[src/rtl/seg_scan_driver.sv]
// Three-digit multiplexed 7-segment driver: binary 0-255 to BCD by serial double-dabble
// (8 steps, one per clock), with leading-zero blanking and an independent free-running digit scan.
module seg_scan_driver #(
    parameter int CLK_DIV = 50000
) (
    input  logic       clk,
    input  logic       clr,
    input  logic [7:0] value,
    input  logic       enable,
    output logic [6:0] seg,
    output logic [2:0] an,
    output logic       busy,
    output logic       done
);

    localparam int DIV_W = (CLK_DIV > 2) ? $clog2(CLK_DIV) : 1;

    typedef enum logic {
        IDLE = 1'b0,
        CONV = 1'b1
    } state_t;

    state_t            state;
    state_t            state_nxt;
    logic              start;
    logic              finish;

    logic              force_flag;
    logic [7:0]        shown_bin;
    logic [7:0]        cap_bin;
    logic [7:0]        bin_sr;
    logic [11:0]       bcd;
    logic [2:0]        iter;

    logic [11:0]       bcd_adj;
    logic [19:0]       dabble_sh;
    logic [11:0]       bcd_step;
    logic [7:0]        bin_step;

    logic [3:0]        dig_h;
    logic [3:0]        dig_t;
    logic [3:0]        dig_o;

    logic [DIV_W-1:0]  div_cnt;
    logic              tick;
    logic [1:0]        idx;

    logic [3:0]        cur_digit;
    logic              cur_blank;
    logic [6:0]        seg_nxt;
    logic [2:0]        an_nxt;

    function automatic logic [6:0] seg_code(input logic [3:0] d);
        logic [6:0] c;
        case (d)
            4'd0:    c = 7'b1000000;
            4'd1:    c = 7'b1111001;
            4'd2:    c = 7'b0100100;
            4'd3:    c = 7'b0110000;
            4'd4:    c = 7'b0011001;
            4'd5:    c = 7'b0010010;
            4'd6:    c = 7'b0000010;
            4'd7:    c = 7'b1111000;
            4'd8:    c = 7'b0000000;
            4'd9:    c = 7'b0010000;
            default: c = 7'b1111111;
        endcase
        return c;
    endfunction

    // ---------------- conversion FSM ----------------
    always_ff @(posedge clk) begin
        if (clr) begin
            state <= IDLE;
        end else begin
            state <= state_nxt;
        end
    end

    always_comb begin
        state_nxt = state;
        start     = 1'b0;
        finish    = 1'b0;
        case (state)
            IDLE: begin
                if (force_flag || (value != shown_bin)) begin
                    start     = 1'b1;
                    state_nxt = CONV;
                end
            end
            CONV: begin
                if (iter == 3'd7) begin
                    finish    = 1'b1;
                    state_nxt = IDLE;
                end
            end
            default: state_nxt = IDLE;
        endcase
    end

    assign busy = (state == CONV);

    // One double-dabble step: correct each nibble >= 5, then shift {bcd, bin} left.
    always_comb begin
        bcd_adj = bcd;
        for (int n = 0; n < 3; n++) begin
            if (bcd[n*4 +: 4] >= 4'd5) begin
                bcd_adj[n*4 +: 4] = bcd[n*4 +: 4] + 4'd3;
            end
        end
    end

    assign dabble_sh = {bcd_adj, bin_sr} << 1;
    assign bcd_step  = dabble_sh[19:8];
    assign bin_step  = dabble_sh[7:0];

    always_ff @(posedge clk) begin
        if (clr) begin
            force_flag <= 1'b1;
            shown_bin  <= 8'd0;
            cap_bin    <= 8'd0;
            bin_sr     <= 8'd0;
            bcd        <= 12'd0;
            iter       <= 3'd0;
            dig_h      <= 4'd0;
            dig_t      <= 4'd0;
            dig_o      <= 4'd0;
            done       <= 1'b0;
        end else begin
            done <= finish;
            if (start) begin
                bin_sr  <= value;
                cap_bin <= value;
                bcd     <= 12'd0;
                iter    <= 3'd0;
            end else if (state == CONV) begin
                bin_sr <= bin_step;
                bcd    <= bcd_step;
                iter   <= iter + 3'd1;
            end
            // Digits change only on the final step so a partial result is never shown.
            if (finish) begin
                dig_h      <= bcd_step[11:8];
                dig_t      <= bcd_step[7:4];
                dig_o      <= bcd_step[3:0];
                shown_bin  <= cap_bin;
                force_flag <= 1'b0;
            end
        end
    end

    // ---------------- digit scan ----------------
    assign tick = (div_cnt == DIV_W'(CLK_DIV - 1));

    always_ff @(posedge clk) begin
        if (clr) begin
            div_cnt <= '0;
            idx     <= 2'd0;
        end else if (tick) begin
            div_cnt <= '0;
            idx     <= (idx == 2'd2) ? 2'd0 : idx + 2'd1;
        end else begin
            div_cnt <= div_cnt + DIV_W'(1);
        end
    end

    always_comb begin
        cur_digit = dig_o;
        cur_blank = 1'b0;
        an_nxt    = 3'b111;
        case (idx)
            2'd0: begin
                cur_digit = dig_o;
                an_nxt    = 3'b110;
            end
            2'd1: begin
                cur_digit = dig_t;
                cur_blank = (dig_h == 4'd0) && (dig_t == 4'd0);
                an_nxt    = 3'b101;
            end
            2'd2: begin
                cur_digit = dig_h;
                cur_blank = (dig_h == 4'd0);
                an_nxt    = 3'b011;
            end
            default: begin
                cur_blank = 1'b1;
                an_nxt    = 3'b111;
            end
        endcase
        seg_nxt = cur_blank ? 7'b1111111 : seg_code(cur_digit);
        if (!enable) begin
            seg_nxt = 7'b1111111;
            an_nxt  = 3'b111;
        end
    end

    always_ff @(posedge clk) begin
        if (clr) begin
            seg <= 7'b1111111;
            an  <= 3'b111;
        end else begin
            seg <= seg_nxt;
            an  <= an_nxt;
        end
    end

endmodule
[config.mk]
export PLATFORM = sky130hd
export DESIGN_NAME = seg_scan_driver
export DESIGN_NICKNAME = d
export VERILOG_FILES = /design/src/rtl/seg_scan_driver.sv
export SDC_FILE = /design/constraint.sdc
export NUM_CORES = 1
export LEC_CHECK = 0
export CORE_ASPECT_RATIO = 1.1
export CORE_MARGIN = 2
export CORE_UTILIZATION = 35
export DETAILED_ROUTE_END_ITERATION = 8
export PLACE_DENSITY_LB_ADDON = 0.08
export SLEW_MARGIN = 20
export SYNTH_ARGS = -nofsm -noshare
export SYNTH_HDL_FRONTEND = slang
export SYNTH_SLANG_ARGS = --single-unit
[constraint.sdc]
create_clock -name clk -period 2.4 [get_ports clk]
set_clock_uncertainty 0.1 [all_clocks]
set_input_delay 0.24 -clock clk [delete_from_list [all_inputs] [get_ports clk]]
set_output_delay 0.24 -clock clk [all_outputs]
set_load 0.03 [all_outputs]
# After elaboration in Yosys (flattened, before gate mapping)
# Memory sizes are Yosys's and may differ from the RTL's. A register that Yosys moved wholly into a read port is not among the register bits.
# Index checks and enable logic that the tools add are counted.
[word_totals]
out_inout_bits = 12
mem_bits_ro = 112
mem_count = 1
ff_bits = 75
inputBits = 11
wordCells = 56
[classes]
eq_ne = 5
n_lt_le_gt_ge = 3
reduce_logical = 10
muxes = 15
bitwise = 2
n_addsub = 6
[memory_table]
columns = ["memory", "words", "word_bits", "read_ports", "rd_ports_with_merged_regs", "wr", "line_no", "rtl"]
rows = [
  ["(no name shown)", 16, 7, 1, 1, 0, "55", "case (d)"],
]
[op_table]
columns = ["op", "n"]
rows = [
  ["$add A16 B1 Y16 const B", 1],
  ["$eq A16 B16 Y1 const B", 1],
  ["$mux W8", 2],
  ["$ge A4 B3 Y1 const B", 3],
  ["$pmux W3 S3", 1],
  ["$add A4 B2 Y4 const B", 2],
  ["$logic_not A4 Y1", 2],
  ["$mux W4", 2],
  ["$ne A8 B8 Y1", 1],
  ["$pmux W4 S2", 1],
  ["$reduce_or A2 Y1", 3],
  ["$mux W1", 5],
  ["$add A3 B1 Y3 const B", 1],
  ["$add A3 B2 Y3 const B", 1],
  ["$eq A3 B3 Y1 const B", 1],
  ["$mux W3", 1],
  ["$pmux W1 S3", 1],
  ["$reduce_or A3 Y1", 1],
  ["$add A2 B1 Y2 const B", 1],
  ["$eq A2 B1 Y1 const B", 1],
  ["$eq A2 B2 Y1 const B", 1],
  ["$logic_not A2 Y1", 1],
  ["$mux W2", 1],
  ["$not A1 Y1", 2],
  ["other kinds (4)", 4],
]

# Longest topological paths before layout
[logic_depth]
ltp_word = 5
mapped_depth = 10
mapped_depth_nobuf = 9

# Least setup slack after synthesis
# Ideal clock, no wire load.
[synth_path]
path_kind = "register to register"
start = "reg idx[0]"
end = "reg seg[6]"
setup_time_ps = 147
required_ps = 2153
n_path_buf = 1
path_slack_ps = 386
period_less_slack_ps = 2014
path_stages_with_launch = 11
t_arrival_ps = 1767
path_cell_list = "dfxtp_1 -> inv_1 -> ha_1 -> buf_2 -> nor2_1 -> a21o_1 -> inv_1 -> ha_1 -> mux2_2 -> nor2_1 -> o21ai_0"
[synth_between]
elab_chain_cells = 3
word_cells_on_any_way = 6
classes_between = "eq/ne: 2; mux: 2; reduce/logical: 2"
[synth_rtl]
columns = ["element", "line_no", "rtl"]
rows = [
  ["from (decl)", "46", "logic [1:0] idx;"],
  ["from (signal assigned)", "161", "idx <= (idx == 2'd2) ? 2'd0 : idx + 2'd1;"],
  ["$eq A2 B2 Y1, or another cell as far along", "171", "case (idx)"],
  ["$pmux W1 S3", "171", ""],
  ["$reduce_or A3 Y1 (no line)", "-", ""],
  ["to (decl)", "10", "output logic [6:0] seg,"],
]
# Several ways; a longest one is shown, not always the timed one.
# A chain may end at the register's enable or synchronous reset.

# Final worst setup path
# Ends and elaborated chain as after synthesis.

==> results.txt <==
Die Footprint = 0.0112 mm²
Synth top area share = 45.3%
DR pass1 iterations = 4
I/O pin count = 23
Final hold vios = 0
Vias in the first global route = 2665
Worst min path class = flop to flop
Flop pwr share = 58.1%
Number of port buffers = 22
Initial Util = 36.3%
WL/cell = 13.7 µm
Synthesis-stage register bit count = 82
Number of synthesis warnings = 0
Critical path class = flop to flop
Rows = 38
Max VDD drop = 244 µV
Run status = completed
RSZ-0062 raised after global routing = no
Max Cap Viol = 0
Post-CTS Resized = 0
Syn avg cell area = 9.03 µm²
R2R Setup Slk = 0.25 ns
Setup-failing EPs final = 0
Clock power share = 35.5%
Number of flops mapped to enable cells by yosys = 0
DP Area = 0.00399 mm²
Top cells by area, synth = dfxtp_1 45%, ha_1 6.6%, a21oi_1 4.7%
Remaining DRCs = 0
Gr usage total = 14.5%
Worst r2r dst = seg[6]
Die Y-Extent = 111 µm
Vias = 2769
First-pass GRT wire length = 12800 µm
FFs w/ async S/R, synth = 0%
Startpoint types = flop
Via density = 5.03
H-tree levels = 3
Post-CTS Setup Inserts = 0
Sw Share = 24.0%
Net Switching = 582 µW
Pwr Density = 584 mW/mm²
Slew margin rel. = 49.9%
Count of cell types in the netlist = 42
Core ar. = 0.00998 mm²
CTS tree = yes
WP data required = 2.54 ns
Largest net degree at the start of global routing = 30
Pint = 1840 µW
Fillers = 1015
Final Slew Violations = 0
Remaining antenna violation count after routing = 0
Max Clock Freq = 465 MHz
Slew at the pin with the worst max-slew slack = 0.749 ns
Worst r2r src = idx[0]
Combinational power share = 6.4%
Number of buffers created by CTS = 9
Worst path arrival time = 2.29 ns
Setup TNS = 0 ns
HPWL after DPL = 5110 µm
CTS Sinks = 82
Top cells by count, synth = 82 x dfxtp_1, 44 x nor2_1, 35 x nand2_1, 34 x a21oi_1
WHS Endpoint = div_cnt[0]
Final non-filler cell area = 0.00415 mm²
HP Start = div_cnt[0]
Initial antenna violation count = 0
Period utilization = 89.6%
Root buf cell = clkbuf_8
Largest area contributor in the netlist = dfxtp_1
Total global routing overflow = 0
Register-to-Register Path Depth = 9
Pleak = 0.00156 µW
Placer Congestion = 0.751
First-iteration detailed-routing DRC count = 124
Maximum clock path buffer count = 2
Crit end category = flop
Nets = 457
Layout cell share with drive strength beyond 1 = 7.44%
Sequential element share of the synthesized area = 45.3%
Prevailing post-synth register cell = dfxtp_1
Gate count after technology mapping = 401
Syn_nets = 431
ANT cells = 0
Hold Path Cell Cnt = 1
Critical path peak fanout = 9
Skew-Pair Late Insertion Delay = 0.36 ns
Most common cell in the netlist = dfxtp_1
WL final = 7520 µm
Reg clk slew, reported paths = 0.08 ns
Final Critical Period = 2.15 ns
Cts hold-fix bufs = 0
Netlist Area Pre-Place = 0.00362 mm²
Layout area overhead = 14.5%
Die width = 101 µm
[how the worst max path moves through the flow]
stage,start,end,slack [ns],depth (start not counted)
floorplan,idx[0],seg[6],0.39,10
global placement,value[2],bin_sr[7],0.21,7
detailed placement,value[2],bin_sr[7],0.16,7
CTS,idx[0],seg[6],0.25,9
global route,idx[1],seg[6],0.08,9
finish,idx[0],seg[6],0.25,9
[power by group through the flow]
stage                     logic, µW  clock network [µW]  registers [µW]
after floorplan                78.0                   0            1450
after global placement          155                   0            1440
after detailed placement        156                   0            1440
after CTS                       157                 908            1410
after global routing            172                 968            1410
final                           155                 860            1410
[cell families (layout without fill, tap and decap cells)]
logic type,Yosys count,after routing,share of synthesized area [%]
buf+inv,37,66,4.84
fa+ha+maj,19,19,6.57
flops,82,82,45.3
simple gates,133,133,17.4
compound gates,93,93,16.5
mux,12,12,3.35
xor+xnor,25,25,6.05
[per-layer routing]
layer  vias up  share of wire [%]  wire length, µm  track usage, %
li1       1439                  -                -               -
met1      1283                 51             3860            19.3
met2        38                 44             3300            21.8
met3         9                2.8              212            3.59
met4         0                2.0              153            6.76
met5         -                  0                0               0
[critical path: stages, from the launching register on]
cell     delay (ns)
dfxtp_1        0.40
inv_1          0.12
ha_1           0.41
nor2_1         0.12
a21o_1         0.17
inv_1          0.08
ha_1           0.21
mux2_2         0.26
nor2_1         0.08
o21ai_0        0.08
[metrics by stage]
| step | std cells | power, µW | hold WS (ns) | setup WS, ns | util, % |
|---|---|---|---|---|---|
| after floorplan | 401 | 1530 | 0.260 | 0.386 | - |
| after global placement | 536 | 1590 | 0.343 | 0.209 | 40.0 |
| after detailed placement | 536 | 1600 | 0.346 | 0.157 | 40.0 |
| after CTS | 550 | 2470 | 0.364 | 0.248 | 41.5 |
| after global routing | 550 | 2550 | 0.380 | 0.0790 | 41.5 |
| final | 550 | 2420 | 0.359 | 0.251 | 41.5 |
[state kept, by name (all words and copies together), names as in the netlist]
signal      count
an              3
bcd            12
bin_sr          8
busy            1
cap_bin         8
dig_h           4
dig_o           4
dig_t           4
div_cnt        16
done            1
force_flag      1
idx             2
iter            3
seg             7
shown_bin       8
[cell usage in the layout, fill, tap and decap left out, types with 6 or more instances in the layout]
cell,count
a211oi_1,6
clkdlybuf4s50_1,22
nor3b_1,6
clkbuf_8,10
buf_4,12
xnor2_1,10
nand2_1,35
a21oi_1,34
inv_1,16
dfxtp_1,82
nand2b_1,6
o21ai_0,19
nand3_1,18
nor3_1,7
nor2_1,44
xor2_1,15
ha_1,19
a22o_1,16
mux2i_1,11
[layout make-up]
cell class	instances	area [µm²]	area share, %
multi-input cells	282	1800	43.5
flip-flops and latches	82	1640	39.6
repair buffers	35	330	7.96
well taps	120	150	3.62
clock buffers	10	138	3.32
inverters	17	63.8	1.54
clock inverters	4	20.0	0.483
(Power assumes the default switching activity.)
==> variant 1: new RTL, config.mk and constraints unchanged <==
The parameter `CLK_DIV` goes from 50000 to 25000.
--- a/src/rtl/seg_scan_driver.sv
+++ b/src/rtl/seg_scan_driver.sv
@@ -3,3 +3,3 @@
 module seg_scan_driver #(
-    parameter int CLK_DIV = 50000
+    parameter int CLK_DIV = 25000
 ) (
Function: no difference found for any inputs over 10 cycles, from zero or initial values; that may be too few to reach the edited logic, so the function may still have changed.
==> variant 1 against the unedited design <==
Critical endpoint unchanged. Final area is 7.0% higher. Sequential share of layout area fell by 3.0 points. Power increased by 17%. Final cell count rose by 4.7%. Sequential cell count is 1 lower. Synthesized cell count fell by 0.25%. Hold slack got worse by 0.013 ns. Synthesized area grew 3.7%. Worst setup slack got worse by 0.029 ns. Non-clock buffer count is 1 higher. Routed wire length is 3.6% higher. First-iteration DRC count down 26%.
==> variant 1: results (changes against the unedited design) <==
| Metric | Value |
|---|---|
| Result of the run | finished, final reports clean |
| Routability Congestion | 0.734 (-2.2%) |
| Dominant cells by area after synthesis | dfxtp_1 (43%), ha_1 (6.3%), mux2i_1 (5.6%) |
| Most instantiated cells after synthesis | dfxtp_1 (81), nand2_1 (46), nor2_1 (37) |
| Via count of the first global-routing pass | 2,584 (-3.0%) |
| Largest incremental delay on the critical path | 0.43 ns (+0.02 ns) |
| Placement-stage cell area | 0.00417 mm² (+4.6%) |
| Proportion of register bits with asynchronous set or reset after synthesis | 0 (unchanged) |
| # port buffers | 22 (unchanged) |
| Fillers | 1,067 (+5.1%) |
| Distinct cell type count of the synthesized netlist | 49 (+17%) |
| Leakage power summed over all cells | 1.66 nW (+6.2%) |
| Post-detail-place hpwl | 5.47 mm (+6.9%) |
| Number of design-rule violations left by the first detailed-router iteration | 92 (-26%) |
| Switching power | 666 µW (+14%) |
| First drt pass iteration count | 4 (unchanged) |
| Mapped Avg Cell Area | 9.39 µm² (+4.0%) |
| Total detailed-routing wirelength | 7.79 mm (+3.6%) |
| Insertion delay to the later sink of the worst-skew pair | 0.34 ns (-0.02 ns) |
| Post-synthesis sequential area ratio | 0.432 (-0.0216) |
| Gr usage total | 0.147 (+0.00277) |
| Maximum count of clock buffers along a single path | 2 (unchanged) |
| Fraction of final layout cells sized beyond drive strength 1 | 0.122 (+0.0480) |
| Placed cells | 561 (+4.7%) |
| Registers with the highest flip-flop counts | div_cnt: 15 flops, bcd: 12 flops |
| Clock slew at the register clock pins of the worst setup and hold paths | 0.06 ns (-0.02 ns) |
| Largest net degree at the start of global routing | 25 (-17%) |
| Worst vdd ir | 0.000275 V (+13%) |
| Routed vias | 2,832 (+2.3%) |
| Root buf cell | clkbuf_16 |
| Slew margin rel. | 0.700 (+0.202) |
| Number of nets at the end of the flow | 459 (+0.44%) |
| Via count normalized by instance count | 4.92 (-2.3%) |
[variant 1: cell families after synthesis]
group,synth area share
compound gates,0.156
xor+xnor,0.0533
fa+ha+maj,0.0633
buf+inv,0.0400
flops,0.432
mux,0.0590
simple gates,0.197
[variant 1: final timing paths]
check,from,slack [ns],to
worst min register to register,div_cnt[0]$_SDFF_PP0_,0.35,div_cnt[0]$_SDFF_PP0_
worst min-delay path,div_cnt[0]$_SDFF_PP0_,0.35,div_cnt[0]$_SDFF_PP0_
worst max register to register,idx[0]$_SDFFE_PP0N_,0.22,seg[6]$_SDFF_PP1_
worst max-delay path,idx[0]$_SDFFE_PP0N_,0.22,seg[6]$_SDFF_PP1_
[variant 1: power by group through the flow]
stage	sequential, mW	clock (mW)	combinational, mW
after global placement	1.42	0	0.194
after global routing	1.40	1.36	0.212
after detailed placement	1.42	0	0.194
after CTS	1.39	1.29	0.195
final	1.39	1.26	0.193
after floorplan	1.43	0	0.110
[variant 1: area by class of cell]
class	instances	area (µm²)	share of cell area
clock buffer	12	246	0.0555
clock inverter	3	17.5	0.00395
inverter	17	63.8	0.0144
multi-input combinational	284	1980	0.447
sequential	81	1620	0.365
tap	143	179	0.0403
timing repair buffer	36	325	0.0733
[variant 1: metrics by stage]
stage / worst slack [ns] / hold WS [ns]
after floorplan: 0.302 / 0.266
after global placement: 0.229 / 0.332
after detailed placement: 0.161 / 0.343
after CTS: 0.194 / 0.352
after global routing: 0.0311 / 0.370
final: 0.222 / 0.347
[variant 1: per-layer routing]
layer	routed length, µm	global-route usage
met1	3830	0.202
met2	3640	0.221
met3	179	0.0286
met4	146	0.0711
met5	0	0
==> variant 2: new RTL, same settings <==
Made on the original files. Register the output `seg` once more, without a reset; this adds one clock of latency there. The other outputs are not delayed to match.
--- a/src/rtl/seg_scan_driver.sv
+++ b/src/rtl/seg_scan_driver.sv
@@ -21,2 +21,4 @@
     } state_t;
+
+    logic [6:0] seg_s0;
 
@@ -199,6 +201,6 @@
         if (clr) begin
-            seg <= 7'b1111111;
+            seg_s0 <= 7'b1111111;
             an  <= 3'b111;
         end else begin
-            seg <= seg_nxt;
+            seg_s0 <= seg_nxt;
             an  <= an_nxt;
@@ -207,2 +209,6 @@
 
+    always_ff @(posedge clk) begin
+        seg <= seg_s0;
+    end
+
 endmodule
Behaviour: not the same (Yosys sat finds a counterexample within 4 cycles, from zero or initial values).
==> variant 2 against the unedited design <==
Count of clock-buffer cells in the layout grew 2. Sequential share of layout area grew 0.58 points. Sequential cell count grew 7. Power grew 28%. Die area grew 1.8%. Largest power group unchanged. Final area grew 7.0%. Synthesized area grew 1.9%. Routed wire length shrank 0.97%. Worst setup slack lost 0.089 ns.
==> variant 2: results (changes against the unedited design) <==
| Metric | Value |
|---|---|
| Htree depth | 3 (unchanged) |
| Result of the run | finished, final reports clean |
| Worst vdd ir | 0.000295 V (+21%) |
| Slowest-stage cell, CP | ha_1 |
| Number of warning messages in the yosys log | 0 (unchanged) |
| Slew margin rel. | 0.682 (+0.183) |
| Proportion of register bits with asynchronous set or reset after synthesis | 0 (unchanged) |
| Gr usage total | 0.142 (-0.00237) |
| Number of antenna violations at the first check in global routing | 0 (unchanged) |
| Max FO, Critical Path | 8 (-1) |
| Cell count after synthesis | 399 (-0.50%) |
| Leakage power summed over all cells | 1.70 nW (+8.6%) |
| Post-synthesis sequential area ratio | 0.483 (+0.0295) |
| Most instantiated cells after synthesis | dfxtp_1 (89), nor2_1 (42), nand2_1 (36) |
| Wire length of the first global-routing pass | 12.8 mm (+0.22%) |
| Setup-failing EPs final | 0 (unchanged) |
| Worst setup slack after placement | 0.138 ns (-0.0182 ns) |
| Final routed wire length divided by cell count | 12.9 µm (-5.6%) |
| Via count of the first global-routing pass | 2,607 (-2.2%) |
| Placement-stage cell area | 0.00412 mm² (+3.3%) |
| Number of cells in the finished layout apart from fillers | 577 (+4.9%) |
| Number of nets at the end of the flow | 459 (+0.44%) |
| Post-CTS setup buffers | 0 (unchanged) |
| Distinct cell type count of the synthesized netlist | 38 (-9.5%) |
| ANT cells | 0 (unchanged) |
| Placed cells | 561 (+4.7%) |
| Registers with the highest flip-flop counts | div_cnt: 16 flops, bcd: 12 flops |
| Clock slew at the register clock pins of the worst setup and hold paths | 0.06 ns (-0.02 ns) |
| First drt pass iteration count | 4 (unchanged) |
| Insertion delay to the later sink of the worst-skew pair | 0.34 ns (-0.02 ns) |
| Post-cts repair resize count | 0 (unchanged) |
| Routability Congestion | 0.805 (+7.3%) |
| Largest incremental delay on the critical path | 0.46 ns (+0.05 ns) |
| Number of cells on the worst hold path | 0 (-1) |
| Via count normalized by instance count | 4.78 (-5.1%) |
| Root buf cell | clkbuf_16 |
| Dominant cells by area after synthesis | dfxtp_1 (48%), ha_1 (6.4%), a21oi_1 (4.7%) |
| Largest net degree at the start of global routing | 27 (-10%) |
| Post-synthesis net count | 429 (-0.46%) |
| Sum Neg Setup Slack | 0 ns (unchanged) |
| Post-detail-place hpwl | 5.22 mm (+2.0%) |
| Worst min path class | reg2reg |
| # port buffers | 22 (unchanged) |
| Data arrival at the endpoint of the critical path | 2.37 ns (+0.08 ns) |
| Maximum count of clock buffers along a single path | 2 (unchanged) |
| Fillers | 1,054 (+3.8%) |
| Number of design-rule violations left by the first detailed-router iteration | 88 (-29%) |
| Depth of the worst register-to-register path | 8 (-1) |
| Number of buffers inserted during clock tree synthesis | 9 (unchanged) |
| Fraction of final layout cells sized beyond drive strength 1 | 0.0806 (+0.00623) |
| Cell family with most CP delay | adder cells |
variant 2: cell types whose count changed after synthesis, moves of 2 or more:
cell       delta
a2111oi_1     -2
a21o_1        -3
and4_1        -3
buf_2         -2
clkbuf_1      +2
dfxtp_1       +7
inv_1         -2
mux2i_1       +3
nor2_1        -2
nor3b_1       -2
variant 2: cell families (layout without fill, tap and decap cells):
group,count (synthesis),in the layout,synth area share
DFF,89,89,0.483
adders and majority gates,19,19,0.0644
buffers and inverters,33,68,0.0407
muxes,14,14,0.0380
AOI/OAI and AO/OA,91,91,0.155
and+or+nand+nor,128,128,0.160
xor gates and xnor gates,25,25,0.0593
variant 2: final timing paths:
check | slack (ns) | startpoint | endpoint
max | 0.16 | idx[1]$_SDFFE_PP0N_ | seg_s0[5]$_SDFF_PP1_
max reg2reg | 0.16 | idx[1]$_SDFFE_PP0N_ | seg_s0[5]$_SDFF_PP1_
min | 0.22 | seg_s0[1]$_SDFF_PP1_ | seg[1]$_DFF_P_
min reg2reg | 0.22 | seg_s0[1]$_SDFF_PP1_ | seg[1]$_DFF_P_
variant 2: layer usage:
| layer | up-vias | global-route usage | share of wire |
|---|---|---|---|
| li1 | 1442 | - | - |
| met3 | 10 | 0.0276 | 0.024 |
| met1 | 1275 | 0.194 | 0.51 |
| met2 | 31 | 0.215 | 0.45 |
| met4 | 0 | 0.0667 | 0.021 |
| met5 | - | 0 | 0 |
variant 2: final cells by class:
| type | count | area, µm² | share of cell area |
|---|---|---|---|
| flip-flops and latches | 89 | 1780 | 0.402 |
| clock inverters | 4 | 51.3 | 0.0116 |
| clock buffers | 12 | 256 | 0.0578 |
| repair buffers | 37 | 345 | 0.0778 |
| inverters | 15 | 56.3 | 0.0127 |
| multi-input cells | 277 | 1770 | 0.398 |
| well taps | 143 | 179 | 0.0403 |
variant 2: where the power goes:
part	internal [mW]	switching, mW
combinational	0.0659	0.0862
sequential	1.51	0.0203
clock	0.863	0.562
total	2.44	0.669
